## config.mk

```make
export PLATFORM = sky130hd
export DESIGN_NAME = spi_master_arbiter
export DESIGN_NICKNAME = d
export VERILOG_FILES = /design/src/rtl/spi_master_arbiter_pkg.sv /design/src/rtl/spi_rr_arbiter.sv /design/src/rtl/spi_master_arbiter.sv
export SDC_FILE = /design/constraint.sdc
export NUM_CORES = 1
export LEC_CHECK = 0
export CORE_AREA = 3 3 131 133
export CTS_CLUSTER_DIAMETER = 200
export CTS_CLUSTER_SIZE = 24
export DETAILED_ROUTE_END_ITERATION = 10
export DIE_AREA = 0 0 134 136
export PLACE_DENSITY = 0.7
export SYNTH_ARGS = -nofsm -noshare
export SYNTH_HDL_FRONTEND = slang
export SYNTH_SLANG_ARGS = --single-unit
```

## constraint.sdc

```tcl
create_clock -name clk -period 6 [get_ports clk]
set_input_delay 0.6 -clock clk [delete_from_list [all_inputs] [get_ports clk]]
set_output_delay 0.6 -clock clk [all_outputs]
set_load 0.02 [all_outputs]
```

## src/rtl/spi_master_arbiter_pkg.sv

```systemverilog
// ============================================================================
// Module   : spi_master_arbiter_pkg
// Brief    : Shared types and widths for the SPI master arbiter.
// Revision : 1.0 - initial release
// ============================================================================
`default_nettype none

package spi_master_arbiter_pkg;

    typedef enum logic [2:0] {
        IDLE = 3'd0,
        CFG  = 3'd1,
        XMIT = 3'd2,
        WAIT = 3'd3,
        RESP = 3'd4
    } state_t;

    localparam int PKT_SIZE_W = 6;
    localparam int CS_ADDR_W  = 32;

endpackage

`default_nettype wire

```

## src/rtl/spi_rr_arbiter.sv

```systemverilog
// ============================================================================
// Module   : spi_rr_arbiter
// Brief    : One-hot arbiter whose search starts at a rotating pointer;
//            with RR_EN=0 the pointer is a constant 0 (fixed priority).
// Revision : 1.0 - initial release
// ============================================================================
`default_nettype none

module spi_rr_arbiter #(
    parameter int NREQ  = 4,
    parameter bit RR_EN = 1'b0,
    parameter int IDX_W = $clog2(NREQ)
) (
    input  logic             clk,
    input  logic             reset,
    input  logic [NREQ-1:0]  req,
    input  logic             update,
    input  logic [IDX_W-1:0] upd_idx,
    output logic [NREQ-1:0]  grant,
    output logic [IDX_W-1:0] ptr
);

    localparam int SW = IDX_W + 1;

    logic [IDX_W:0] w_pos;
    logic           w_found;

    // Walk the requesters in circular order starting at the pointer.
    always_comb begin
        grant   = '0;
        w_found = 1'b0;
        w_pos   = '0;
        for (int k = 0; k < NREQ; k++) begin
            w_pos = {1'b0, ptr} + SW'(k);
            if (w_pos >= SW'(NREQ)) begin
                w_pos = w_pos - SW'(NREQ);
            end
            if (!w_found && req[w_pos[IDX_W-1:0]]) begin
                grant[w_pos[IDX_W-1:0]] = 1'b1;
                w_found                 = 1'b1;
            end
        end
    end

    generate
        if (RR_EN) begin : g_rr_ptr
            always_ff @(posedge clk or posedge reset) begin
                if (reset) begin
                    ptr <= '0;
                end else if (update) begin
                    ptr <= (upd_idx == IDX_W'(NREQ - 1)) ? '0 : upd_idx + IDX_W'(1);
                end
            end
        end else begin : g_fixed_ptr
            logic unused_upd;
            assign unused_upd = ^{clk, reset, update, upd_idx};
            assign ptr        = '0;
        end
    endgenerate

endmodule

`default_nettype wire

```

## src/rtl/spi_master_arbiter.sv

```systemverilog
// ============================================================================
// Module   : spi_master_arbiter
// Brief    : Shares one spi_master among NREQ requesters; sequences the
//            size/chip-select writes, the data push and the response.
//            Define SPI_MASTER_ARBITER_RR_EN for round-robin arbitration.
// Revision : 1.0 - initial release
// ============================================================================
`default_nettype none

module spi_master_arbiter
    import spi_master_arbiter_pkg::*;
#(
    parameter int NREQ  = 4,
    parameter int NBITS = 32
) (
    input  logic                       clk,
    input  logic                       reset,
    input  logic [NREQ-1:0]            req_val,
    output logic [NREQ-1:0]            req_rdy,
    input  logic [NREQ*NBITS-1:0]      req_msg,
    input  logic [NREQ*PKT_SIZE_W-1:0] req_pkt_size,
    output logic [NREQ-1:0]            resp_val,
    input  logic [NREQ-1:0]            resp_rdy,
    output logic [NBITS-1:0]           resp_msg,
    output logic                       spi_pkt_size_val,
    input  logic                       spi_pkt_size_rdy,
    output logic [31:0]                spi_pkt_size_msg,
    output logic                       spi_cs_addr_val,
    input  logic                       spi_cs_addr_rdy,
    output logic [CS_ADDR_W-1:0]       spi_cs_addr_msg,
    output logic                       spi_recv_val,
    input  logic                       spi_recv_rdy,
    output logic [NBITS-1:0]           spi_recv_msg,
    input  logic                       spi_send_val,
    output logic                       spi_send_rdy,
    input  logic [NBITS-1:0]           spi_send_msg
);

    localparam int IDX_W = $clog2(NREQ);
`ifdef SPI_MASTER_ARBITER_RR_EN
    localparam bit RR_EN = 1'b1;
`else
    localparam bit RR_EN = 1'b0;
`endif

    state_t                r_state;
    state_t                w_state_nxt;
    logic [IDX_W-1:0]      r_idx;
    logic [NREQ-1:0]       r_grant;
    logic [NBITS-1:0]      r_data;
    logic [PKT_SIZE_W-1:0] r_size;
    logic [NBITS-1:0]      r_resp;
    logic                  r_size_done;
    logic                  r_cs_done;

    logic [NREQ-1:0]       w_grant;
    logic [IDX_W-1:0]      w_ptr_unused;
    logic [IDX_W-1:0]      w_grant_idx;
    logic [NBITS-1:0]      w_grant_word;
    logic [PKT_SIZE_W-1:0] w_grant_size;
    logic                  w_accept;
    logic                  w_size_fire;
    logic                  w_cs_fire;
    logic                  w_send_fire;
    logic                  w_resp_fire;

    spi_rr_arbiter #(
        .NREQ  (NREQ),
        .RR_EN (RR_EN),
        .IDX_W (IDX_W)
    ) u_arb (
        .clk     (clk),
        .reset   (reset),
        .req     (req_val),
        .update  (w_resp_fire),
        .upd_idx (r_idx),
        .grant   (w_grant),
        .ptr     (w_ptr_unused)
    );

    always_comb begin
        w_grant_idx  = '0;
        w_grant_word = '0;
        w_grant_size = '0;
        for (int i = 0; i < NREQ; i++) begin
            if (w_grant[i]) begin
                w_grant_idx  = IDX_W'(i);
                w_grant_word = req_msg[i*NBITS +: NBITS];
                w_grant_size = req_pkt_size[i*PKT_SIZE_W +: PKT_SIZE_W];
            end
        end
    end

    // Fire strobes come from state and inputs only, never from the outputs.
    assign w_accept    = (r_state == IDLE) && (|(w_grant & req_val));
    assign w_size_fire = (r_state == CFG) && !r_size_done && spi_pkt_size_rdy;
    assign w_cs_fire   = (r_state == CFG) && !r_cs_done && spi_cs_addr_rdy;
    assign w_send_fire = (r_state == WAIT) && spi_send_val;
    assign w_resp_fire = (r_state == RESP) && (|(r_grant & resp_rdy));

    always_ff @(posedge clk or posedge reset) begin
        if (reset) begin
            r_state <= IDLE;
        end else begin
            r_state <= w_state_nxt;
        end
    end

    always_comb begin
        w_state_nxt      = r_state;
        req_rdy          = '0;
        resp_val         = '0;
        spi_pkt_size_val = 1'b0;
        spi_cs_addr_val  = 1'b0;
        spi_recv_val     = 1'b0;
        spi_send_rdy     = 1'b0;
        case (r_state)
            IDLE: begin
                req_rdy = w_grant;
                if (w_accept) w_state_nxt = CFG;
            end
            CFG: begin
                spi_pkt_size_val = !r_size_done;
                spi_cs_addr_val  = !r_cs_done;
                if ((r_size_done || w_size_fire) && (r_cs_done || w_cs_fire)) begin
                    w_state_nxt = XMIT;
                end
            end
            XMIT: begin
                spi_recv_val = 1'b1;
                if (spi_recv_rdy) w_state_nxt = WAIT;
            end
            WAIT: begin
                spi_send_rdy = 1'b1;
                if (w_send_fire) w_state_nxt = RESP;
            end
            RESP: begin
                resp_val = r_grant;
                if (w_resp_fire) w_state_nxt = IDLE;
            end
            default: w_state_nxt = IDLE;
        endcase
    end

    always_ff @(posedge clk or posedge reset) begin
        if (reset) begin
            r_idx       <= '0;
            r_grant     <= '0;
            r_data      <= '0;
            r_size      <= '0;
            r_resp      <= '0;
            r_size_done <= 1'b0;
            r_cs_done   <= 1'b0;
        end else begin
            if (w_accept) begin
                r_idx       <= w_grant_idx;
                r_grant     <= w_grant;
                r_data      <= w_grant_word;
                r_size      <= (w_grant_size == '0) ? PKT_SIZE_W'(NBITS) : w_grant_size;
                r_size_done <= 1'b0;
                r_cs_done   <= 1'b0;
            end
            if (w_size_fire) r_size_done <= 1'b1;
            if (w_cs_fire)   r_cs_done   <= 1'b1;
            if (w_send_fire) r_resp      <= spi_send_msg;
        end
    end

    assign resp_msg         = r_resp;
    assign spi_recv_msg     = r_data;
    assign spi_pkt_size_msg = 32'(r_size);
    assign spi_cs_addr_msg  = CS_ADDR_W'(r_idx);

endmodule

`default_nettype wire

```

; Yosys cells after proc, flatten, opt, wreduce, memory -nomap -nowiden
; Index checks and enable logic that the tools add are counted.
[totals]
reg_bits = 81
in_bits = 198
elab_cells = 78
[op_classes]
eq_ne = 9
mux = 34
bitwise_logic = 2
reduce_logical = 25
[ops]
columns = operator, n
row1 = $mux W32, 4
row2 = $mux W6, 5
row3 = $mux W3, 6
row4 = $pmux W3 S5, 1
row5 = $mux W1, 12
row6 = $mux W4, 3
row7 = $logic_and A1 B1 Y1, 11
row8 = $and A4 B4 Y4, 2
row9 = $reduce_or A4 Y1, 2
row10 = $eq A3 B2 Y1 const B, 2
row11 = $logic_not A6 Y1, 1
row12 = $mux W2, 3
row13 = $ne A2 B2 Y1 const B, 3
row14 = $logic_not A1 Y1, 5
row15 = $reduce_and A5 Y1, 1
row16 = $ne A2 B1 Y1 const B, 2
row17 = $reduce_bool A2 Y1, 2
row18 = $eq A3 B1 Y1 const B, 1
row19 = $eq A3 B3 Y1 const B, 1
row20 = $logic_not A3 Y1, 1
row21 = $logic_or A1 B1 Y1, 2

; Depth between registers and ports, before layout
; Gate-level depths: netlist of the first run.
[logic_depth]
depth_word = 16
depth_mapped = 7

; Hierarchy
; A second synthesis of the first run with hierarchy kept.
[hier_totals]
cells_unflattened = 496
hier_area_um2 = 4645.7
[by_module_without_submodules]
columns = module, instances, cells_each, area_per_inst_um2
row1 = spi_master_arbiter, 1, 489, 4590.7
row2 = spi_rr_arbiter, 1, 7, 55.1

; Worst setup path before layout of the first run
; Ideal clock, no wire load.
[synth_timing]
path_kind = input port to output port
startpoint = input port req_val[0]
endpoint = output port req_rdy[0]
arrival_time_ns = 1.434
t_required_ns = 5.400
slack_ns = 3.966
stages = 6
n_path_buf = 3
path_cell_list = buf_6 > nor4_4 > nand2b_1 > buf_4 > buf_6 > nor2_2
[synth_between]
elab_chain_cells = 5
[synth_rtl]
columns = item, line
row1 = "start, declared", spi_master_arbiter.sv:18  ; input logic [NREQ-1:0] req_val,
row2 = $mux W1, spi_rr_arbiter.sv:38  ; if (!w_found && req[w_pos[IDX_W-1:0]]) begin
row3 = $mux W2, spi_rr_arbiter.sv:38
row4 = $mux W3, spi_rr_arbiter.sv:38
row5 = $mux W4, spi_rr_arbiter.sv:38
row6 = $mux W4, spi_master_arbiter.sv:117  ; case (r_state)
row7 = "end, declared", spi_master_arbiter.sv:19  ; output logic [NREQ-1:0] req_rdy,
; Every way passes these cells.

==> metrics.md, run 1 <==
| Metric | Value |
|---|---|
| Final ANT Viol Nets | 0 |
| Met1 Usage GRT | 22.3% |
| Full die area | 0.0182 mm² |
| Routed wire length | 16700 µm |
| Leak | 3.34 nW |
| Maximum clock insertion buffer count | 2 |
| Crit-path cells | buf_2 -> nor4_4 -> nand2b_2 -> nor2_2 -> clkdlybuf4s50_1 |
| Met2 Use GR | 29.5% |
| Post_cts resized | 0 |
| CP bufs+invs | 2 |
| R2R Path End | resp_msg[30] |
| Sequential share of the synthesized area | 41.2% |
| First-pass GRT wire length | 25000 µm |
| Stages on the worst setup path | 5 |
| GRT Max-Usage Layer | met2 |
| Setup Skew | 0.00698 ns |
| Fin util | 49.1% |
| Critical path required time | 5.40 ns |
| Std-Cell Rows | 46 |
| Syn avg cell area | 9.85 µm² |
| Startpoint types | primary input |
| Max cap viols | 0 |
| R2R depth | 3 |
| Die height | 136 µm |
| Worst skew pair latency | 0.34 ns |
| Cells after Synth | 499 |
| M3 GR Usage | 4.22% |
| Slowest-stage cell, CP | buf_2 |
| Fin Setup TNS | 0 ns |
| Most frequent cells in the layout | clkdlybuf4s50_1, dfrtp_1, nand2_1, conb_1, a21oi_1 |
| Initial Util | 30.8% |
| Worst hold path startpoint | r_size[2] |
| Worst hold stages | 2 |
| Slew Viols, Final | 0 |
| Commonest non-fill, non-tap cell in the layout | clkdlybuf4s50_1 |
| Drt drc | 0 |
| Slew headroom | 29.7% |
| P&R area growth vs syn | 59.4% |
| Worst VDD drop | 0.000175 V |
| Cell family with most CP delay | buffers and inverters |
| Status | finished, final reports clean |
| Worst setup path end | req_rdy[0] |
| CP max stage delay | 0.67 ns |
| Cell Area, Synth | 0.00492 mm² |
| Ratio of final minimum period to clock period | 49.2% |
| Placer Congestion | 0.807 |
| Clock tree sinks | 81 |
| Via/cell ratio | 4.63 |
| WL/cell | 17.2 µm |
| Seq cells post-synth | 81 |
| ANT cells | 0 |
| Share of layout cells above drive strength 1 | 9.10% |
| Critical Path Start | req_val[2] |
| Post-CTS Setup Inserts | 0 |
| # setup viols final | 0 |
| Async S/R FF share, synth | 100% |
| First-pass detailed-route iteration total | 4 |
| Reg clk slew, reported paths | 0.07 ns |
| Maximum number of pins on one net before global-route repair | 82 |
| Root Buffer | clkbuf_16 |
| CTS Buf Count | 9 |
| Syn. warnings | 0 |
| CTS HTree Levels | 3 |
| Fin crit period | 2.95 ns |
| Tightest Pin Transition | 1.05 ns |
| Reg2reg start | r_state[1] |
| Distinct cells, synth | 47 |
| Crit-path max FO | 45 |
| Top_reg_cell synth | dfrtp_1 |
| Nets | 951 |
| Final Hold Fails | 0 |
| Post-synth EDFFs | 0 |
| HP Class | register to register |
| Unrepaired setup endpoints after global routing | false |
| R2R Setup Slk | 4.21 ns |
| Ports | 338 |
| Hold_buf cts | 0 |
| Vias in the first global route | 4359 |
| F_max | 339 MHz |
| TritonCTS clock tree | built |
| Initial antenna violation count | 0 |
| CP Capture Type | output pin |
| Worst path arrival time | 2.35 ns |
| Pwr/cell area | 408 mW/mm² |
| Core region area | 0.0159 mm² |
| Hpwl dp | 12600 µm |
| GRT Total Usage | 17.5% |
| Port-buffer cells | 281 |
| Vias | 4511 |
| WS Path Type | primary input to output pin |
| Congestion Overflow GR | 0 |
| 1st-iter DRT viols | 205 |
| Die Wd | 134 µm |
## worst register-to-register path, delay by kind of cell, from the launching register on
| kind | cells | cell delay (ns) |
|---|---|---|
| DFF | 1 | 0.51 |
| and+or+nand+nor | 2 | 0.75 |
| muxes | 1 | 0.42 |
## worst min path at each step
| stage | to | slack, ns |
|---|---|---|
| after floorplan | r_grant[0] | 0.46 |
| after global placement | r_size[0] | 0.46 |
| after detailed placement | r_idx[0] | 0.47 |
| after CTS | spi_recv_msg[14] | 0.49 |
| after global routing | spi_recv_msg[22] | 0.51 |
| final | r_size[2] | 0.48 |
## power breakdown
| group | internal, W | switching (W) |
|---|---|---|
| sequential | 0.000809 | 0.000157 |
| combinational | 0.000842 | 0.000813 |
| clock | 0.000332 | 0.000247 |
## cell usage after synthesis, drive strengths merged, types with 4 or more instances
| library cell | count | area, µm² |
|---|---|---|
| a21o | 4 | 30.0 |
| a211oi | 4 | 35.0 |
| buf | 85 | 652 |
| nor2b | 6 | 45.0 |
| dfrtp | 81 | 2030 |
| clkbuf | 12 | 48.8 |
| mux2 | 32 | 469 |
| nand3b | 35 | 263 |
| nand2 | 80 | 308 |
| nor2 | 9 | 36.3 |
| and2 | 5 | 31.3 |
| a221oi | 33 | 302 |
| o21ai | 39 | 195 |
| a21oi | 36 | 180 |
| inv | 5 | 18.8 |
| nor3b | 5 | 37.5 |
## area by class of cell
| class | instances | area, µm² |
|---|---|---|
| inverter | 5 | 20.0 |
| clock buffer | 9 | 225 |
| multi-input combinational | 371 | 2380 |
| sequential | 81 | 2030 |
| clock inverter | 7 | 83.8 |
| tap | 216 | 270 |
| fill | 1536 | 8110 |
| timing repair buffer | 285 | 2830 |
## metal layers
| metal | wire length, µm | up-vias |
|---|---|---|
| li1 | - | 2160 |
| met3 | 1210 | 23 |
| met2 | 8130 | 211 |
| met5 | 0 | - |
| met4 | 424 | 0 |
| met1 | 6970 | 2117 |
## registers in the layout, indices dropped and copies added (netlist names)
signal        count
r_cs_done         1
r_grant           4
r_idx             2
r_size            6
r_size_done       1
r_state           3
resp_msg         32
spi_recv_msg     32
## metrics by stage
stage / instance area [µm²] / hold slack, ns / total power, W / std cells / setup WS, ns
5_1_grt: 7830 / 0.508 / 0.00340 / 974 / 2.90
3_5_place_dp: 7520 / 0.474 / 0.00264 / 958 / 3.03
2_1_floorplan: 5120 / 0.464 / 0.00193 / 554 / 3.32
6_report: 7830 / 0.485 / 0.00320 / 974 / 3.05
3_3_place_gp: 7520 / 0.464 / 0.00262 / 958 / 3.08
4_1_cts: 7830 / 0.489 / 0.00324 / 974 / 3.03
## cell families (layout without fill, tap and decap cells)
kind of cell | Yosys count | in the layout | synth area share, %
buffers and inverters | 102 | 306 | 14.6
multiplexers | 33 | 33 | 9.75
AND/OR/NAND/NOR | 154 | 154 | 17.2
AO/OA/AOI/OAI | 128 | 128 | 17.2
other | 1 | 56 | 0.0763
flip-flops | 81 | 81 | 41.2
Power figures use the tool's default switching activity.
==> run 2: changes to the inputs <==
--- a/config.mk
+++ b/config.mk
@@ -5,12 +5,12 @@
 export SDC_FILE = /design/constraint.sdc
 export NUM_CORES = 1
 export LEC_CHECK = 0
-export CORE_AREA = 3 3 131 133
+export CORE_AREA = 3 3 130 132
 export CTS_CLUSTER_DIAMETER = 200
 export CTS_CLUSTER_SIZE = 24
 export DETAILED_ROUTE_END_ITERATION = 10
-export DIE_AREA = 0 0 134 136
-export PLACE_DENSITY = 0.7
+export DIE_AREA = 0 0 133 135
+export PLACE_DENSITY = 0.73
 export SYNTH_ARGS = -nofsm -noshare
 export SYNTH_HDL_FRONTEND = slang
 export SYNTH_SLANG_ARGS = --single-unit
==> constraint.sdc (replaced) <==
create_clock -name clk -period 2.5 [get_ports clk]
set_input_delay 0.25 -clock clk [delete_from_list [all_inputs] [get_ports clk]]
set_output_delay 0.25 -clock clk [all_outputs]
set_load 0.02 [all_outputs]
==> run 2 against run 1 <==
Against the previous run: wire length hardly changed; first-iteration DRC count is 8.3% higher; die area down 1.5%; sequential power increased by 140%; combinational power grew 140%; worst setup slack got worse by 2.9 ns; via count increased by 1.2%; critical path type is now register to output pin.
==> metrics.md, run 2 (same netlist as run 1, synthesis figures left out) <==
| Metric | Value |
|---|---|
| Status | finished, final reports clean (unchanged) |
| HP Class | primary input to async pin (was register to register) |
| WHS | 0.262 ns (was 0.485 ns) |
| Maximum number of pins on one net before global-route repair | 80 (was 82) |
| Commonest non-fill, non-tap cell in the layout | clkdlybuf4s50_1 (unchanged) |
| Worst VDD drop | 0.000412 V (was 0.000175 V) |
| Worst Slack Setup Final | 0.119 ns (was 3.05 ns) |
| P&R area growth vs syn | 61.3% (was 59.4%) |
| Leak | 3.39 nW (was 3.34 nW) |
| Fin Setup TNS | 0 ns (unchanged) |
| Unrepaired setup endpoints after global routing | false (unchanged) |
| Core region area | 0.0158 mm² (was 0.0159 mm²) |
| Slew headroom | 58.3% (was 29.7%) |
| CTS Buf Count | 9 (unchanged) |
| Maximum clock insertion buffer count | 2 (unchanged) |
| Placer Congestion | 0.797 (was 0.807) |
| Fin util | 50.1% (was 49.1%) |
| Final ANT Viol Nets | 0 (unchanged) |
| Via/cell ratio | 4.67 (was 4.63) |
| Drt drc | 0 (unchanged) |
| CTS HTree Levels | 3 (unchanged) |
| Reg clk slew, reported paths | 0.07 ns (about the same) |
| Multi-input gate area | 0.00238 mm² (about the same) |
| Port-buffer cells | 281 (unchanged) |
| Setup Skew | 0.00613 ns (was 0.00698 ns) |
| Critical path required time | 2.25 ns (was 5.40 ns) |
| Worst path arrival time | 2.13 ns (was 2.35 ns) |
| WS Path Type | register to output pin (was primary input to output pin) |
| Slew Viols, Final | 0 (unchanged) |
| Initial antenna violation count | 0 (unchanged) |
| Ports | 338 (unchanged) |
| TritonCTS clock tree | built (unchanged) |
| Nets | 955 (was 951) |
| Routed wire length | 16700 µm (about the same) |
| First-pass GRT wire length | 25200 µm (was 25000 µm) |
| Vias | 4565 (was 4511) |
| First-pass detailed-route iteration total | 6 (was 4) |
| ANT cells | 0 (unchanged) |
| Post-CTS Setup Inserts | 0 (unchanged) |
| Most frequent cells in the layout | clkdlybuf4s50_1, dfrtp_1, nand2_1, conb_1, a21oi_1 (unchanged) |
| Full die area | 0.0180 mm² (was 0.0182 mm²) |
| 1st-iter DRT viols | 222 (was 205) |
| Initial Util | 31.1% (was 30.8%) |
| Die height | 135 µm (was 136 µm) |
| # setup viols final | 0 (unchanged) |
| Layout fillers | 1503 (was 1536) |
| F_max | 420 MHz |
| GRT Total Usage | 18.0% (was 17.5%) |
| Startpoint types | register (was primary input) |
| WL/cell | 17.1 µm (was 17.2 µm) |
| Pwr/cell area | 976 mW/mm² (was 408 mW/mm²) |
| Crit-path max FO | 11 (was 45) |
| Congestion Overflow GR | 0 (unchanged) |
| Share of layout cells above drive strength 1 | 9.71% (was 9.10%) |
| Final Non-Filler Cells | 978 (was 974) |
| Max cap viols | 0 (unchanged) |
| Std-Cell Rows | 46 (unchanged) |
| Hpwl dp | 12700 µm (was 12600 µm) |
| Reg area | 0.00203 mm² (about the same) |
| Vias in the first global route | 4504 (was 4359) |
| Final Hold Fails | 0 (unchanged) |
| Die Wd | 133 µm (was 134 µm) |
| CP Capture Type | output pin (unchanged) |
| Tightest Pin Transition | 0.626 ns (was 1.05 ns) |
| Fin crit period | 2.38 ns |
| Pre-CTS WS | 0.264 ns (was 3.03 ns) |
| Clock tree sinks | 81 (unchanged) |
| Root Buffer | clkbuf_16 (unchanged) |
| Worst skew pair latency | 0.34 ns (about the same) |
| Placed cell count | 962 (was 958) |
| Ratio of final minimum period to clock period | 95.2% |
run 2: timing repair:
| item | 4_1_cts | 5_1_grt |
|---|---|---|
| hold buffers | 0 | 0 |
| endpoints found under the hold margin | 0 | 0 |
| setup endpoints to repair | 0 | 5 |
| resized for setup | 0 | 3 |
run 2: area by class of cell:
cell class | instances | share of cell area, %
clock buffers | 9 | 2.84
clock inverters | 7 | 1.03
inverters | 5 | 0.252
multi-input cells | 371 | 30.1
flip-flops and latches | 81 | 25.6
well taps | 216 | 3.41
repair buffers | 289 | 36.9
run 2: stage by stage:
| stage | total power [W] | area (µm²) |
|---|---|---|
| CTS | 0.00783 | 7920 |
| global placement | 0.00633 | 7620 |
| finish | 0.00774 | 7930 |
| global route | 0.00821 | 7930 |
| detailed placement | 0.00640 | 7620 |
| floorplan | 0.00463 | 5120 |
run 2: worst max-delay path, cell delays in order, from the launching register on:
cell and delay (ns):
dfrtp_1 0.51, or3b_2 0.51, nor2_1 0.14, clkdlybuf4s50_1 0.63
run 2: power by group:
| group | total [W] | internal (W) | switching, W |
|---|---|---|---|
| registers | 0.00234 | 0.00194 | 0.000393 |
| logic | 0.00401 | 0.00205 | 0.00196 |
| clock network | 0.00139 | 0.000794 | 0.000596 |
| total | 0.00774 | 0.00479 | 0.00295 |
run 2: worst paths after layout:
kind | start | endpoint | slack, ns | cells after the start
worst min register to register | r_size[3] | r_size[3] | 0.48 | 2
worst max-delay path | r_state[1] | spi_pkt_size_val | 0.12 | 3
min in group clk | req_val[2] | r_idx[1] | 0.34 | 3
max in group asynchronous | reset | spi_recv_msg[23] | 1.63 | 3
worst max register to register | r_state[1] | resp_msg[30] | 0.70 | 3
worst min-delay path | reset | resp_msg[9] | 0.26 | 2
run 2: metal layers:
metal  routed length [µm]  track usage, %
met4                  342            6.87
met3                 1100            3.02
met2                 8290            30.1
met1                 7000            23.4
met5                    0               0
==> run 3: changes to the inputs <==
--- a/config.mk
+++ b/config.mk
@@ -5,12 +5,13 @@
 export SDC_FILE = /design/constraint.sdc
 export NUM_CORES = 1
 export LEC_CHECK = 0
-export CORE_AREA = 3 3 130 132
+export CORE_AREA = 3 3 128 130
 export CTS_CLUSTER_DIAMETER = 200
 export CTS_CLUSTER_SIZE = 24
 export DETAILED_ROUTE_END_ITERATION = 10
-export DIE_AREA = 0 0 133 135
-export PLACE_DENSITY = 0.73
+export DIE_AREA = 0 0 131 133
+export GPL_TIMING_DRIVEN = 0
+export PLACE_DENSITY = 0.72
 export SYNTH_ARGS = -nofsm -noshare
 export SYNTH_HDL_FRONTEND = slang
 export SYNTH_SLANG_ARGS = --single-unit
==> constraint.sdc (replaced) <==
create_clock -name clk -period 2.6 [get_ports clk]
set_input_delay 0.26 -clock clk [delete_from_list [all_inputs] [get_ports clk]]
set_output_delay 0.26 -clock clk [all_outputs]
set_load 0.02 [all_outputs]
==> run 3 against run 2 <==
Against the previous run: final area increased by 6.9%; global-route usage increased by 3.1 points; total power decreased by 2.7%; die area decreased by 3.0%; combinational power increased by 3%; sequential cell count unchanged; via count increased by 8.1%; largest cell class unchanged; highest routed layer unchanged.
==> metrics.md, run 3 (same netlist as run 1, synthesis figures left out) <==
| Metric | Value |
|---|---|
| Most frequent cells in the layout | clkdlybuf4s50_1, dfrtp_1, nand2_1, buf_4, conb_1 (was clkdlybuf4s50_1, dfrtp_1, nand2_1, conb_1, a21oi_1) |
| 1st-iter DRT viols | 274 (was 222) |
| Critical path required time | 2.34 ns (was 2.25 ns) |
| Pwr/cell area | 889 mW/mm² (was 976 mW/mm²) |
| Clock tree sinks | 81 (unchanged) |
| Core region area | 0.0153 mm² (was 0.0158 mm²) |
| First-pass detailed-route iteration total | 5 (was 6) |
| Fin util | 55.5% (was 50.1%) |
| Slew Viols, Final | 0 (unchanged) |
| Startpoint types | register (unchanged) |
| Placer Congestion | 0.817 (was 0.797) |
| Full die area | 0.0174 mm² (was 0.0180 mm²) |
| R2R Setup Slk | 0.93 ns (was 0.70 ns) |
| Congestion Overflow GR | 0 (unchanged) |
| First-pass GRT wire length | 28200 µm (was 25200 µm) |
| Ratio of final minimum period to clock period | 93.1% |
| F_max | 413 MHz |
| Vias | 4933 (was 4565) |
| Initial Util | 32.2% (was 31.1%) |
| Nets | 1042 (was 955) |
| Hpwl dp | 15300 µm (was 12700 µm) |
| Worst skew pair latency | 0.33 ns (was 0.34 ns) |
| Drt drc | 0 (unchanged) |
| Port-buffer cells | 278 (was 281) |
| Share of layout cells above drive strength 1 | 17.1% (was 9.71%) |
| Routed wire length | 18800 µm (was 16700 µm) |
| Final Hold Fails | 0 (unchanged) |
| Max cap viols | 0 (unchanged) |
| Root Buffer | clkbuf_16 (unchanged) |
| Unrepaired setup endpoints after global routing | false (unchanged) |
| CTS Buf Count | 9 (unchanged) |
| P&R area growth vs syn | 72.4% (was 61.3%) |
| Vias in the first global route | 5071 (was 4504) |
| Hold_buf cts | 0 (unchanged) |
| Setup Skew | 0.00871 ns (was 0.00613 ns) |
| GRT Total Usage | 21.0% (was 18.0%) |
| Tightest Pin Transition | 0.709 ns (was 0.626 ns) |
| Crit-path max FO | 10 (was 11) |
| WS Path Type | register to output pin (unchanged) |
| Fin Setup TNS | 0 ns (unchanged) |
| Std-Cell Rows | 45 (was 46) |
| ANT cells | 0 (unchanged) |
| CP Capture Type | output pin (unchanged) |
| Die Wd | 131 µm (was 133 µm) |
| Reg clk slew, reported paths | 0.07 ns (about the same) |
| Via/cell ratio | 4.65 (was 4.67) |
| Commonest non-fill, non-tap cell in the layout | clkdlybuf4s50_1 (unchanged) |
| Ports | 338 (unchanged) |
| HP Class | primary input to async pin (unchanged) |
| Maximum clock insertion buffer count | 2 (unchanged) |
| # setup viols final | 0 (unchanged) |
| Final ANT Viol Nets | 0 (unchanged) |
| Status | finished, final reports clean (unchanged) |
| Worst path arrival time | 2.16 ns (was 2.13 ns) |
| Layout fillers | 1360 (was 1503) |
| TritonCTS clock tree | built (unchanged) |
| Maximum number of pins on one net before global-route repair | 57 (was 80) |
| Die height | 133 µm (was 135 µm) |
| Leak | 3.77 nW (was 3.39 nW) |
| CTS HTree Levels | 3 (unchanged) |
| WL/cell | 17.7 µm (was 17.1 µm) |
| Slew headroom | 52.7% (was 58.3%) |
| Fin crit period | 2.42 ns |
| Worst VDD drop | 0.000382 V (was 0.000412 V) |
| Initial antenna violation count | 0 (unchanged) |
-- run 3: cell count changes in the layout (fill, tap and decap cells not counted), moves of 2 or more --
cell      before  now
buf_1          0    3
buf_12         5    0
buf_2          3    8
buf_4          3   62
buf_6          0   12
clkbuf_1       0   10
clkbuf_2       0    3
clkinv_4       0    2
-- run 3: routing by layer --
layer	GRT usage, %	vias up	share of wire (%)
met5	0	-	0
met4	6.80	0	2.6
met3	4.60	33	8.1
met2	35.0	234	49
met1	26.9	2312	40
li1	-	2354	-
-- run 3: stage by stage --
| stage | worst slack [ns] | hold WS, ns | cells | total power (W) | instance area, µm² |
|---|---|---|---|---|---|
| after global routing | 0.0302 | 0.278 | 1060 | 0.00799 | 8480 |
| after floorplan | 0.260 | 0.393 | 554 | 0.00445 | 5120 |
| after detailed placement | 0.0617 | 0.463 | 1044 | 0.00639 | 8200 |
| after global placement | -1.15 | 0.461 | 1043 | 0.00631 | 8170 |
| final | 0.179 | 0.253 | 1060 | 0.00753 | 8480 |
| after CTS | 0.173 | 0.257 | 1060 | 0.00761 | 8480 |
-- run 3: worst max-delay path: stages (launching register included) --
cell and delay, ns:
dfrtp_1 0.42, buf_6 0.15, or3b_2 0.46, nor2_1 0.16
clkdlybuf4s50_1 0.64
-- run 3: report_power, final --
part | switching, W | total (W) | leakage, nW | internal [W]
clock network | 0.000533 | 0.00119 | 0.138 | 0.000659
registers | 0.000340 | 0.00221 | 0.998 | 0.00187
logic | 0.00202 | 0.00414 | 2.64 | 0.00212
total | 0.00289 | 0.00753 | 3.77 | 0.00465
-- run 3: final cells by class --
class	instances	area, µm²	share of cell area, %
clock buffer	10	229	2.70
inverter	5	21.3	0.251
multi-input combinational	371	2380	28.0
tap	211	264	3.11
buffer	97	701	8.27
sequential	81	2030	23.9
clock inverter	6	48.8	0.576
timing repair buffer	279	2810	33.1
-- run 3: path summary, 6_finish.rpt --
path,from,endpoint,cells past startpoint
max,r_state[1],spi_pkt_size_val,4
min,reset,resp_msg[10],2
max reg2reg,r_state[0],r_size[3],6
min reg2reg,r_size[2],r_size[2],2
max in group asynchronous,reset,spi_recv_msg[17],3
min in group clk,req_val[0],r_idx[1],4
-- run 3: repair_timing --
action / in CTS / in global routing
gates resized for setup: 1 / 0
buffers inserted: 0 / 0
setup endpoints to repair: 1 / 0
